[config.mk]
export PLATFORM = sky130hd
export DESIGN_NAME = buffer_reader
export DESIGN_NICKNAME = d
export VERILOG_FILES = /design/src/rtl/buffer_pkg.sv /design/src/rtl/buffer_reader_pointer.sv /design/src/rtl/buffer_reader.sv
export SDC_FILE = /design/constraint.sdc
export NUM_CORES = 1
export LEC_CHECK = 0
export BUFFER_PORTS_ARGS = -buffer_cell sky130_fd_sc_hd__buf_2
export CORE_ASPECT_RATIO = 1.25
export CORE_MARGIN = 2
export CORE_UTILIZATION = 47
export CTS_BUF_LIST = sky130_fd_sc_hd__clkbuf_8
export CTS_CLUSTER_DIAMETER = 40
export DETAILED_ROUTE_END_ITERATION = 7
export GPL_TIMING_DRIVEN = 0
export PLACE_DENSITY = 0.87
export SLEW_MARGIN = 15
export SYNTH_ARGS = -nofsm -noshare
export SYNTH_HDL_FRONTEND = slang
export SYNTH_HIERARCHICAL = 1
export SYNTH_SLANG_ARGS = --single-unit
[constraint.sdc]
create_clock -name clk -period 2.16 [get_ports clk]
set_input_delay 0.432 -clock clk [delete_from_list [all_inputs] [get_ports clk]]
set_output_delay 0.432 -clock clk [all_outputs]
set_load 0.01 [all_outputs]
[src/rtl/buffer_pkg.sv]
// Shared definitions for the register-buffer read side: depth helper, count width and the
// output-stage state encoding.
package buffer_pkg;

   // Output-stage occupancy; the encoding doubles as out_valid.
   typedef enum logic {
      HoldEmpty = 1'b0,
      HoldFull  = 1'b1
   } hold_state_e;

   localparam int unsigned DefBufferWidth = 2;
   // Count must reach DEPTH itself, hence one bit wider than a pointer.
   localparam int unsigned DefCountWidth  = DefBufferWidth + 1;

   function automatic int unsigned buf_depth(input int unsigned width);
      return 32'd1 << width;
   endfunction

   function automatic int unsigned count_width(input int unsigned width);
      return width + 1;
   endfunction

endpackage

[src/rtl/buffer_reader_pointer.sv]
// Wrapping buffer pointer: advances by one (mod 2**Width) on each enabled cycle.
module buffer_reader_pointer
   import buffer_pkg::*;
#(
   parameter int unsigned Width = DefBufferWidth
) (
   input  logic             clk,
   input  logic             rst,
   input  logic             en,
   output logic [Width-1:0] ptr
);

   logic [Width-1:0] ptr_q, ptr_d;

   // Next pointer: natural wrap at the top of the buffer.
   always_comb begin
      ptr_d = ptr_q;
      if (en) begin
         ptr_d = ptr_q + 1'b1;
      end
   end

   // Pointer register.
   always_ff @(posedge clk or posedge rst) begin
      if (rst) begin
         ptr_q <= '0;
      end else begin
         ptr_q <= ptr_d;
      end
   end

   assign ptr = ptr_q;

endmodule

[src/rtl/buffer_reader.sv]
// Read-side controller for the small register buffer: read pointer, occupancy, one-entry
// registered output stage with valid/ready, and full/empty back-pressure status.
// Optional sticky overflow detection is compiled in with BUFFER_READER_OVF_CHECK_EN.
module buffer_reader
   import buffer_pkg::*;
#(
   parameter int unsigned BufferWidth = DefBufferWidth,
   parameter int unsigned DataWidth   = 16
) (
   input  logic                   clk,
   input  logic                   rst,
   input  logic                   wr_en,
   input  logic [BufferWidth-1:0] wr_ptr,
   output logic [BufferWidth-1:0] rd_addr,
   input  logic [DataWidth-1:0]   rd_data,
   output logic                   out_valid,
   input  logic                   out_ready,
   output logic [DataWidth-1:0]   out_data,
   output logic [BufferWidth:0]   count,
   output logic                   empty,
   output logic                   full,
   output logic                   overflow
);

   localparam int unsigned Depth      = buf_depth(BufferWidth);
   localparam int unsigned CountWidth = count_width(BufferWidth);
   localparam logic [CountWidth-1:0] DepthCount = CountWidth'(Depth);

   hold_state_e            state_q, state_d;
   logic [DataWidth-1:0]   data_q, data_d;
   logic [CountWidth-1:0]  count_q, count_d;
   logic [BufferWidth-1:0] rd_ptr;
   logic                   pop;
   logic                   wr_acc;

   assign empty     = (count_q == '0);
   assign full      = (count_q == DepthCount);
   assign out_valid = (state_q == HoldFull);
   // Pop whenever there is an entry and the output register is free or being drained.
   assign pop       = !empty && (!out_valid || out_ready);
   // A write into a full buffer is a protocol violation and is not counted.
   assign wr_acc    = wr_en && !full;

   buffer_reader_pointer #(
      .Width (BufferWidth)
   ) u_rd_ptr (
      .clk (clk),
      .rst (rst),
      .en  (pop),
      .ptr (rd_ptr)
   );

   // Occupancy: +1 per accepted write, -1 per pop, unchanged when both happen.
   always_comb begin
      count_d = count_q;
      unique case ({wr_acc, pop})
         2'b10:   count_d = count_q + 1'b1;
         2'b01:   count_d = count_q - 1'b1;
         default: count_d = count_q;
      endcase
   end

   // Output stage: load on pop, empty out when consumed with nothing behind it.
   always_comb begin
      state_d = state_q;
      data_d  = data_q;
      unique case (state_q)
         HoldEmpty: begin
            if (pop) begin
               state_d = HoldFull;
               data_d  = rd_data;
            end
         end
         HoldFull: begin
            if (pop) begin
               data_d = rd_data;
            end else if (out_ready) begin
               state_d = HoldEmpty;
            end
         end
         default: state_d = HoldEmpty;
      endcase
   end

   // State registers for occupancy and the output stage.
   always_ff @(posedge clk or posedge rst) begin
      if (rst) begin
         state_q <= HoldEmpty;
         data_q  <= '0;
         count_q <= '0;
      end else begin
         state_q <= state_d;
         data_q  <= data_d;
         count_q <= count_d;
      end
   end

   assign rd_addr  = rd_ptr;
   assign out_data = data_q;
   assign count    = count_q;

`ifdef BUFFER_READER_OVF_CHECK_EN
   logic                   ovf_q, ovf_d;
   logic [BufferWidth-1:0] ptr_diff;
   logic                   ptr_mismatch;

   assign ptr_diff     = wr_ptr - rd_ptr;
   // Pointer distance must always agree with the low bits of the occupancy count.
   assign ptr_mismatch = (ptr_diff != count_q[BufferWidth-1:0]);

   // Sticky overflow: write into a full buffer or write/read pointer disagreement.
   always_comb begin
      ovf_d = ovf_q;
      if ((wr_en && full) || ptr_mismatch) begin
         ovf_d = 1'b1;
      end
   end

   // Overflow flag register, cleared only by reset.
   always_ff @(posedge clk or posedge rst) begin
      if (rst) begin
         ovf_q <= 1'b0;
      end else begin
         ovf_q <= ovf_d;
      end
   end

   assign overflow = ovf_q;
`else
   logic unused_wr_ptr;

   assign unused_wr_ptr = ^wr_ptr;
   assign overflow      = 1'b0;
`endif

endmodule

==> flow_metrics.tcl, run 1 <==
set metrics [dict create \
    floorplan.core_area_mm2 0.00196 \
    per_instance_average_area_after_synthesis_um2 15.4 \
    required_ns 2.34 \
    synth_area_leader_cell "sky130_fd_sc_hd__dfrtp_1" \
    worst_pin_slew_ns 0.726 \
    setup_viol_count_final 0 \
    worst_setup_path_start_kind "register" \
    r2r-start "count[2]$_DFFE_PP0P_" \
    combinational_power_share_pct 44.7 \
    final.setup_skew_ns 0.00116 \
    ir_drop_mv 0.859 \
    buffer_ports.inserted 43 \
    netlist_top_cells_area "sky130_fd_sc_hd__dfrtp_1 57%, sky130_fd_sc_hd__mux2_4 14%, sky130_fd_sc_hd__mux2_2 8.2%" \
    grt_antenna_before_repair 0 \
    clock_tree.root_cell "sky130_fd_sc_hd__clkbuf_8" \
    leakage_nw 0.673 \
    routedWlPerCell_um 13.3 \
    worst-r2r-setup-slack_ns 0.14 \
    die_width_um 44.6 \
    grt_setup_unrepaired "false" \
    total_power_mw 1.83 \
    synth-warning-count 6 \
    crit_arrival_ns 2.20 \
    ys_top_cells_by_count "22 x sky130_fd_sc_hd__dfrtp_1, 9 x sky130_fd_sc_hd__mux2_4, 7 x sky130_fd_sc_hd__inv_1, 7 x sky130_fd_sc_hd__mux2_2, 3 x sky130_fd_sc_hd__xor2_1" \
    top_ff_cell_synth "sky130_fd_sc_hd__dfrtp_1" \
    fmaxAchievable_ghz 0.495 \
    max-clock-path-buffers 2 \
    ys_ff_latch 22 \
    cell_internal_pwr_mw 1.20 \
    die_height_um 54.7 \
    ys_seq_area_share_pct 56.9 \
    critical_path_class "register to register" \
    preCtsSetupSlack_ns -0.123 \
    ant_nets 0 \
    tritoncts.num_buffers 3 \
    first_pass_grt_wire_length_um 2830 \
    antenna_diode_instance_count 0 \
    worstSetupEndpointType "register" \
    fill_cell_total_of_the_finished_layout 161 \
    run_status "finished clean" \
    synth_fp_nets 87 \
    netlist-cell-type-count 19 \
    drt-initial-drc-count 3 \
    final_net_count 136 \
    slew_headroom_pct 51.5 \
    netlist_area_um2 967 \
    syn-instance-count 63 \
    destination_of_the_worst_register_to_register_timing_path "count[2]$_DFFE_PP0P_" \
    grtUsageTotal_pct 16.5 \
    first_global_vias 643 \
    clkLatencyLatePin_ns 0.25 \
    ioPinCount 47 \
    synth_most_common_cell "sky130_fd_sc_hd__dfrtp_1" \
    timing.critical_path.fanout_max 12 \
    synth_largest_type_area_fraction_pct 56.9 \
    layout_min_cycle_time_ns 2.02 \
    area.growth.synth_to_final_pct 31.4 \
    drt-total-wl_um 1750 \
    clock_share_of_power_pct 15.5 \
    routed_via_density 4.84 \
    floorplan.initialDensity_pct 49.4 \
    routabilityCongestion 0.592 \
    power_density_mw_per_mm2 1440 \
    dpl.hpwl_um 1390 \
    remaining_drc_errors 0 \
    period_share_pct 93.5 \
    hp-class "primary input to asynchronous set/reset pin" \
    grt_start_max_net_pins 21 \
    fraction_of_layout_cells_with_a_size_suffix_above_1_pct 64.0 \
    floorplan.rows 18 \
    pwr-share-seq_pct 39.8 \
    clk_transition_reported_paths_ns 0.07 \
    cts_sinks 22 \
    synth_async_sr_flop_share_pct 100 \
    final-hold-violation-count 0 \
    p_sw_share_pct 34.3 \
    routed-via-count 634 \
    drv_cap 0 \
    synth_enable_flop_cells 0 \
    power.net_switching_uw 627 \
    grt_remaining_overflow 0 \
    cts.htree.levels 1 \
    dieArea_mm2 0.00244 \
    setup_slack_ns 0.140 \
    cts_tree "built" \
    final_max_slew_viol_count 0 \
    drt-pass1-iter-count 3 \
    timing.reg2reg.worst_path_depth 9 \
]
per-layer routing:
metal	track usage, %	wire length [um]
met1	18.7	689
met2	29.2	938
met3	4.95	120
met4	6.06	0
met5	0	0
state kept, by name (all words and copies together) (netlist names):
signal,cells
u_rd_ptr/ptr,2
count,3
out_valid,1
out_data,16
worst max-delay path by stage:
stage,slack (ns),endpoint,start
after floorplan,0.14,count[2]$_DFFE_PP0P_,count[2]$_DFFE_PP0P_
after detailed placement,-0.12,count[2]$_DFFE_PP0P_,out_ready
after global routing,0.02,count[2]$_DFFE_PP0P_,count[2]$_DFFE_PP0P_
final,0.14,count[2]$_DFFE_PP0P_,count[2]$_DFFE_PP0P_
after global placement,0.0001,count[2]$_DFFE_PP0P_,out_ready
after CTS,0.11,count[2]$_DFFE_PP0P_,count[0]$_DFFE_PP0P_
metrics by stage:
stage	area, um^2	hold slack [ns]	instances	TNS, ns	utilization [%]
2_1_floorplan	967	0.173	63	0	-
3_3_place_gp	1210	0.288	126	0	61.6
3_5_place_dp	1210	0.299	126	-0.123	61.6
4_1_cts	1270	0.0188	131	0	64.8
5_1_grt	1270	0.0191	131	0	64.9
6_report	1270	0.0258	131	0	64.9
critical path: stages (launching register included):
cell,delay (ns)
sky130_fd_sc_hd__dfrtp_1,0.44
sky130_fd_sc_hd__nor3_4,0.08
sky130_fd_sc_hd__a21oi_4,0.16
sky130_fd_sc_hd__buf_12,0.17
sky130_fd_sc_hd__ha_1,0.20
sky130_fd_sc_hd__inv_1,0.06
sky130_fd_sc_hd__fa_1,0.37
sky130_fd_sc_hd__xor2_1,0.15
sky130_fd_sc_hd__nor2_1,0.12
sky130_fd_sc_hd__xor2_1,0.17
timing repair:
item,in CTS,in global routing
resized for setup,0,2
buffers inserted,1,0
gates cloned,0,0
hold buffers,0,0
setup endpoints to repair,1,1
layout make-up:
class	count	area, um^2	share of cell area [%]
sequential	22	552	43.4
tap	20	25.0	1.97
timing repair buffer	44	223	17.5
clock buffer	4	55.1	4.33
inverter	7	26.3	2.07
buffer	2	27.5	2.17
multi-input combinational	32	363	28.5
placed cells by master (no fill, tap or decap), drive strengths merged, types with 2 or more instances in the layout:
cell type	netlist	routed
dfrtp	22	22
clkbuf	0	4
buf	2	46
xnor2	2	2
inv	7	7
xor2	3	3
mux2	16	16
kinds of logic after synthesis:
| kind of cell | synth area share (%) |
|---|---|
| mux | 23.2 |
| other cells | 0.388 |
| xor+xnor | 4.53 |
| buf+inv | 5.56 |
| compound gates | 2.20 |
| simple gates | 3.88 |
| fa+ha+maj | 3.36 |
| flops | 56.9 |
power by group through the flow:
stage          registers (mW)  clock network (mW)  logic [mW]
6_report                0.727               0.284       0.818
5_1_grt                 0.757               0.312       0.886
4_1_cts                 0.727               0.292       0.830
3_5_place_dp            0.731                   0       0.822
3_3_place_gp            0.715                   0       0.783
2_1_floorplan           0.808                   0       0.452
Power figures use the tool's default switching activity.
==> run 2, diff against run 1 <==
CORE_UTILIZATION = 46   (was 47)
PLACE_DENSITY = 0.86   (was 0.87)
SYNTH_HIERARCHICAL = unset   (was 1)
==> run 2 against run 1 <==
Against the previous run: core utilization increased by 1.9 points; die area grew 0.66%; worst setup slack improved by 0.080 ns; combinational power grew 2%; total power rose by 4.7%; hold slack improved by 0.28 ns; sequential power down 2%; register-to-register slack better by 0.08 ns.
==> flow_metrics.tcl, run 2 <==
set metrics [dict create \
    fill_cell_total_of_the_finished_layout 168 \
    die_height_um 54.9 \
    syn-instance-count 62 \
    setup_viol_count_final 0 \
    fraction_of_layout_cells_with_a_size_suffix_above_1_pct 57.4 \
    timing.critical_path.fanout_max 3 \
    per_instance_average_area_after_synthesis_um2 15.4 \
    grt_antenna_before_repair 0 \
    ant_nets 0 \
    post_synth_xor_area_fraction_pct 4.59 \
    netlist_area_um2 953 \
    final_common_cell "sky130_fd_sc_hd__buf_2" \
    synth_most_common_cell "sky130_fd_sc_hd__dfrtp_1" \
    first_pass_grt_wire_length_um 2780 \
    fmaxAchievable_ghz 0.516 \
    clk_transition_reported_paths_ns 0.08 \
    fin_area_mm2 0.00131 \
    crit_arrival_ns 2.12 \
    leakage_nw 0.693 \
    routabilityCongestion 0.626 \
    post_synth_fa_ha_maj_area_fraction_pct 3.41 \
    final_net_count 140 \
    area.growth.synth_to_final_pct 37.1 \
    multi_input_comb_area_um2 358 \
    ys_ff_latch 22 \
    postCtsHoldBufs 0 \
    grt_start_max_net_pins 23 \
    ys_top_cells_by_count "22 x sky130_fd_sc_hd__dfrtp_1, 8 x sky130_fd_sc_hd__mux2_1, 8 x sky130_fd_sc_hd__mux2_4" \
    largest_reg_flops 16 \
    buffer_ports.inserted 43 \
    final.setup_skew_ns 0.00223 \
    largest_family_of_logic_cells_by_synthesized_area "multiplexers" \
    cts_sinks 22 \
    top_ff_cell_synth "sky130_fd_sc_hd__dfrtp_1" \
    grt_setup_unrepaired "false" \
    worstSetupEndpointType "register" \
    slew_headroom_pct 47.3 \
    routed-via-count 650 \
    period_share_pct 89.8 \
    ys_seq_area_share_pct 57.7 \
    grt_remaining_overflow 0 \
    dpl.hpwl_um 1250 \
    synth_async_sr_flop_share_pct 100 \
    run_status "finished clean" \
    clock_tree.root_cell "sky130_fd_sc_hd__clkbuf_8" \
    netlist-cell-type-count 19 \
    drt-initial-drc-count 5 \
    grtUsageTotal_pct 16.1 \
    remaining_drc_errors 0 \
    tritoncts.num_buffers 3 \
    routed_via_density 4.81 \
    synth.mux.area_fraction_pct 23.1 \
    floorplan.core_area_mm2 0.00196 \
    total_power_mw 1.92 \
    antenna_diode_instance_count 0 \
    max-clock-path-buffers 2 \
    ir_drop_mv 0.869 \
    placedInstanceArea_mm2 0.00119 \
    final_max_slew_viol_count 0 \
    synth_fp_nets 86 \
    synth-warning-count 0 \
    worst_setup_path_start_kind "register" \
    first_global_vias 630 \
    hold_slack_ns 0.305 \
    die_width_um 44.7 \
    synth_largest_type_area_fraction_pct 57.7 \
    synth_area_leader_cell "sky130_fd_sc_hd__dfrtp_1" \
    cts_tree "built" \
    critical_path_class "register to register" \
    synth_area_in_compound_gates_pct 0 \
    layout_min_cycle_time_ns 1.94 \
    layout.cells.most_common_list "43 x sky130_fd_sc_hd__buf_2, 21 x sky130_fd_sc_hd__dfrtp_1, 8 x sky130_fd_sc_hd__mux2_4, 8 x sky130_fd_sc_hd__mux2_1, 8 x sky130_fd_sc_hd__buf_4" \
    drt-pass1-iter-count 3 \
    drt-total-wl_um 1700 \
    clkLatencyLatePin_ns 0.26 \
    routedWlPerCell_um 12.6 \
    synth_enable_flop_cells 0 \
    final-hold-violation-count 0 \
    worst_pin_slew_ns 0.790 \
    power_density_mw_per_mm2 1470 \
    ioPinCount 47 \
    synth_simple_gate_area_share_pct 6.04 \
    hp-class "primary input to asynchronous set/reset pin" \
    required_ns 2.34 \
    drv_cap 0 \
    dieArea_mm2 0.00246 \
    floorplan.initialDensity_pct 48.7 \
    netlist_top_cells_area "sky130_fd_sc_hd__dfrtp_1 58%, sky130_fd_sc_hd__mux2_4 13%, sky130_fd_sc_hd__mux2_1 9.4%" \
    cts.htree.levels 1 \
    floorplan.rows 18 \
    layout.area.seq_um2 552 \
]
-- run 2: worst paths after layout --
check,start,to,slack [ns],depth (start not counted)
worst max-delay path,count[1]$_DFFE_PP0P_,count[2]$_DFFE_PP0P_,0.22,9
worst min-delay path,rst,out_data[0]$_DFFE_PP0P_,0.31,2
worst max register to register,count[1]$_DFFE_PP0P_,count[2]$_DFFE_PP0P_,0.22,9
worst min register to register,out_data[5]$_DFFE_PP0P_,out_data[5]$_DFFE_PP0P_,0.48,1
max in group asynchronous,rst,count[0]$_DFFE_PP0P_,1.31,2
min in group clk,rd_data[7],out_data[7]$_DFFE_PP0P_,0.38,2
-- run 2: timing repair --
item                       CTS  global route
cloned                       0             0
buffers inserted             1             6
resized for setup            1             0
pin swaps                    0             0
setup endpoints to repair    1             1
-- run 2: where the power goes --
group          total, mW  leakage, nW  switching (mW)  internal, mW
Sequential         0.709        0.253           0.114         0.595
Combinational      0.831        0.404           0.377         0.454
Clock              0.376       0.0357           0.129         0.247
Total               1.92        0.693           0.620          1.30
-- run 2: per-stage QoR --
| stage | setup slack [ns] | cells | TNS (ns) | util (%) |
|---|---|---|---|---|
| after floorplan | 0.107 | 62 | 0 | - |
| after global placement | -0.0574 | 125 | -0.0574 | 60.9 |
| after detailed placement | -0.147 | 125 | -0.147 | 60.9 |
| after CTS | 0.00320 | 130 | 0 | 65.0 |
| after global routing | 0.0409 | 135 | 0 | 66.7 |
| final | 0.221 | 135 | 0 | 66.7 |
-- run 2: cell families after synthesis --
family | after synthesis
buf+inv | 7
xor+xnor | 5
mux | 17
fa+ha+maj | 2
other cells | 1
flops | 22
simple gates | 8
-- run 2: worst max-delay path, stage by stage (launching register included) --
cell and delay [ns]:
sky130_fd_sc_hd__dfrtp_1 0.43, sky130_fd_sc_hd__inv_1 0.12, sky130_fd_sc_hd__and3_1 0.18, sky130_fd_sc_hd__nand2b_1 0.11, sky130_fd_sc_hd__ha_1 0.18, sky130_fd_sc_hd__inv_1 0.06
sky130_fd_sc_hd__fa_1 0.37, sky130_fd_sc_hd__xor2_1 0.15, sky130_fd_sc_hd__nor2_1 0.11, sky130_fd_sc_hd__xor2_1 0.15
-- run 2: layer usage --
metal	global-route usage, %	wire (um)	vias up
met5	0	0	-
met2	29.0	940	25
li1	-	-	306
met4	7.58	15	0
met1	19.0	640	317
met3	1.95	106	2
-- run 2: area by class of cell --
| type | instances | area share, % |
|---|---|---|
| buffer | 2 | 1.44 |
| clock buffer | 3 | 3.16 |
| clock inverter | 1 | 2.30 |
| inverter | 4 | 1.15 |
| multi-input combinational | 33 | 27.4 |
| sequential | 22 | 42.2 |
| tap | 20 | 1.91 |
| timing repair buffer | 50 | 20.5 |
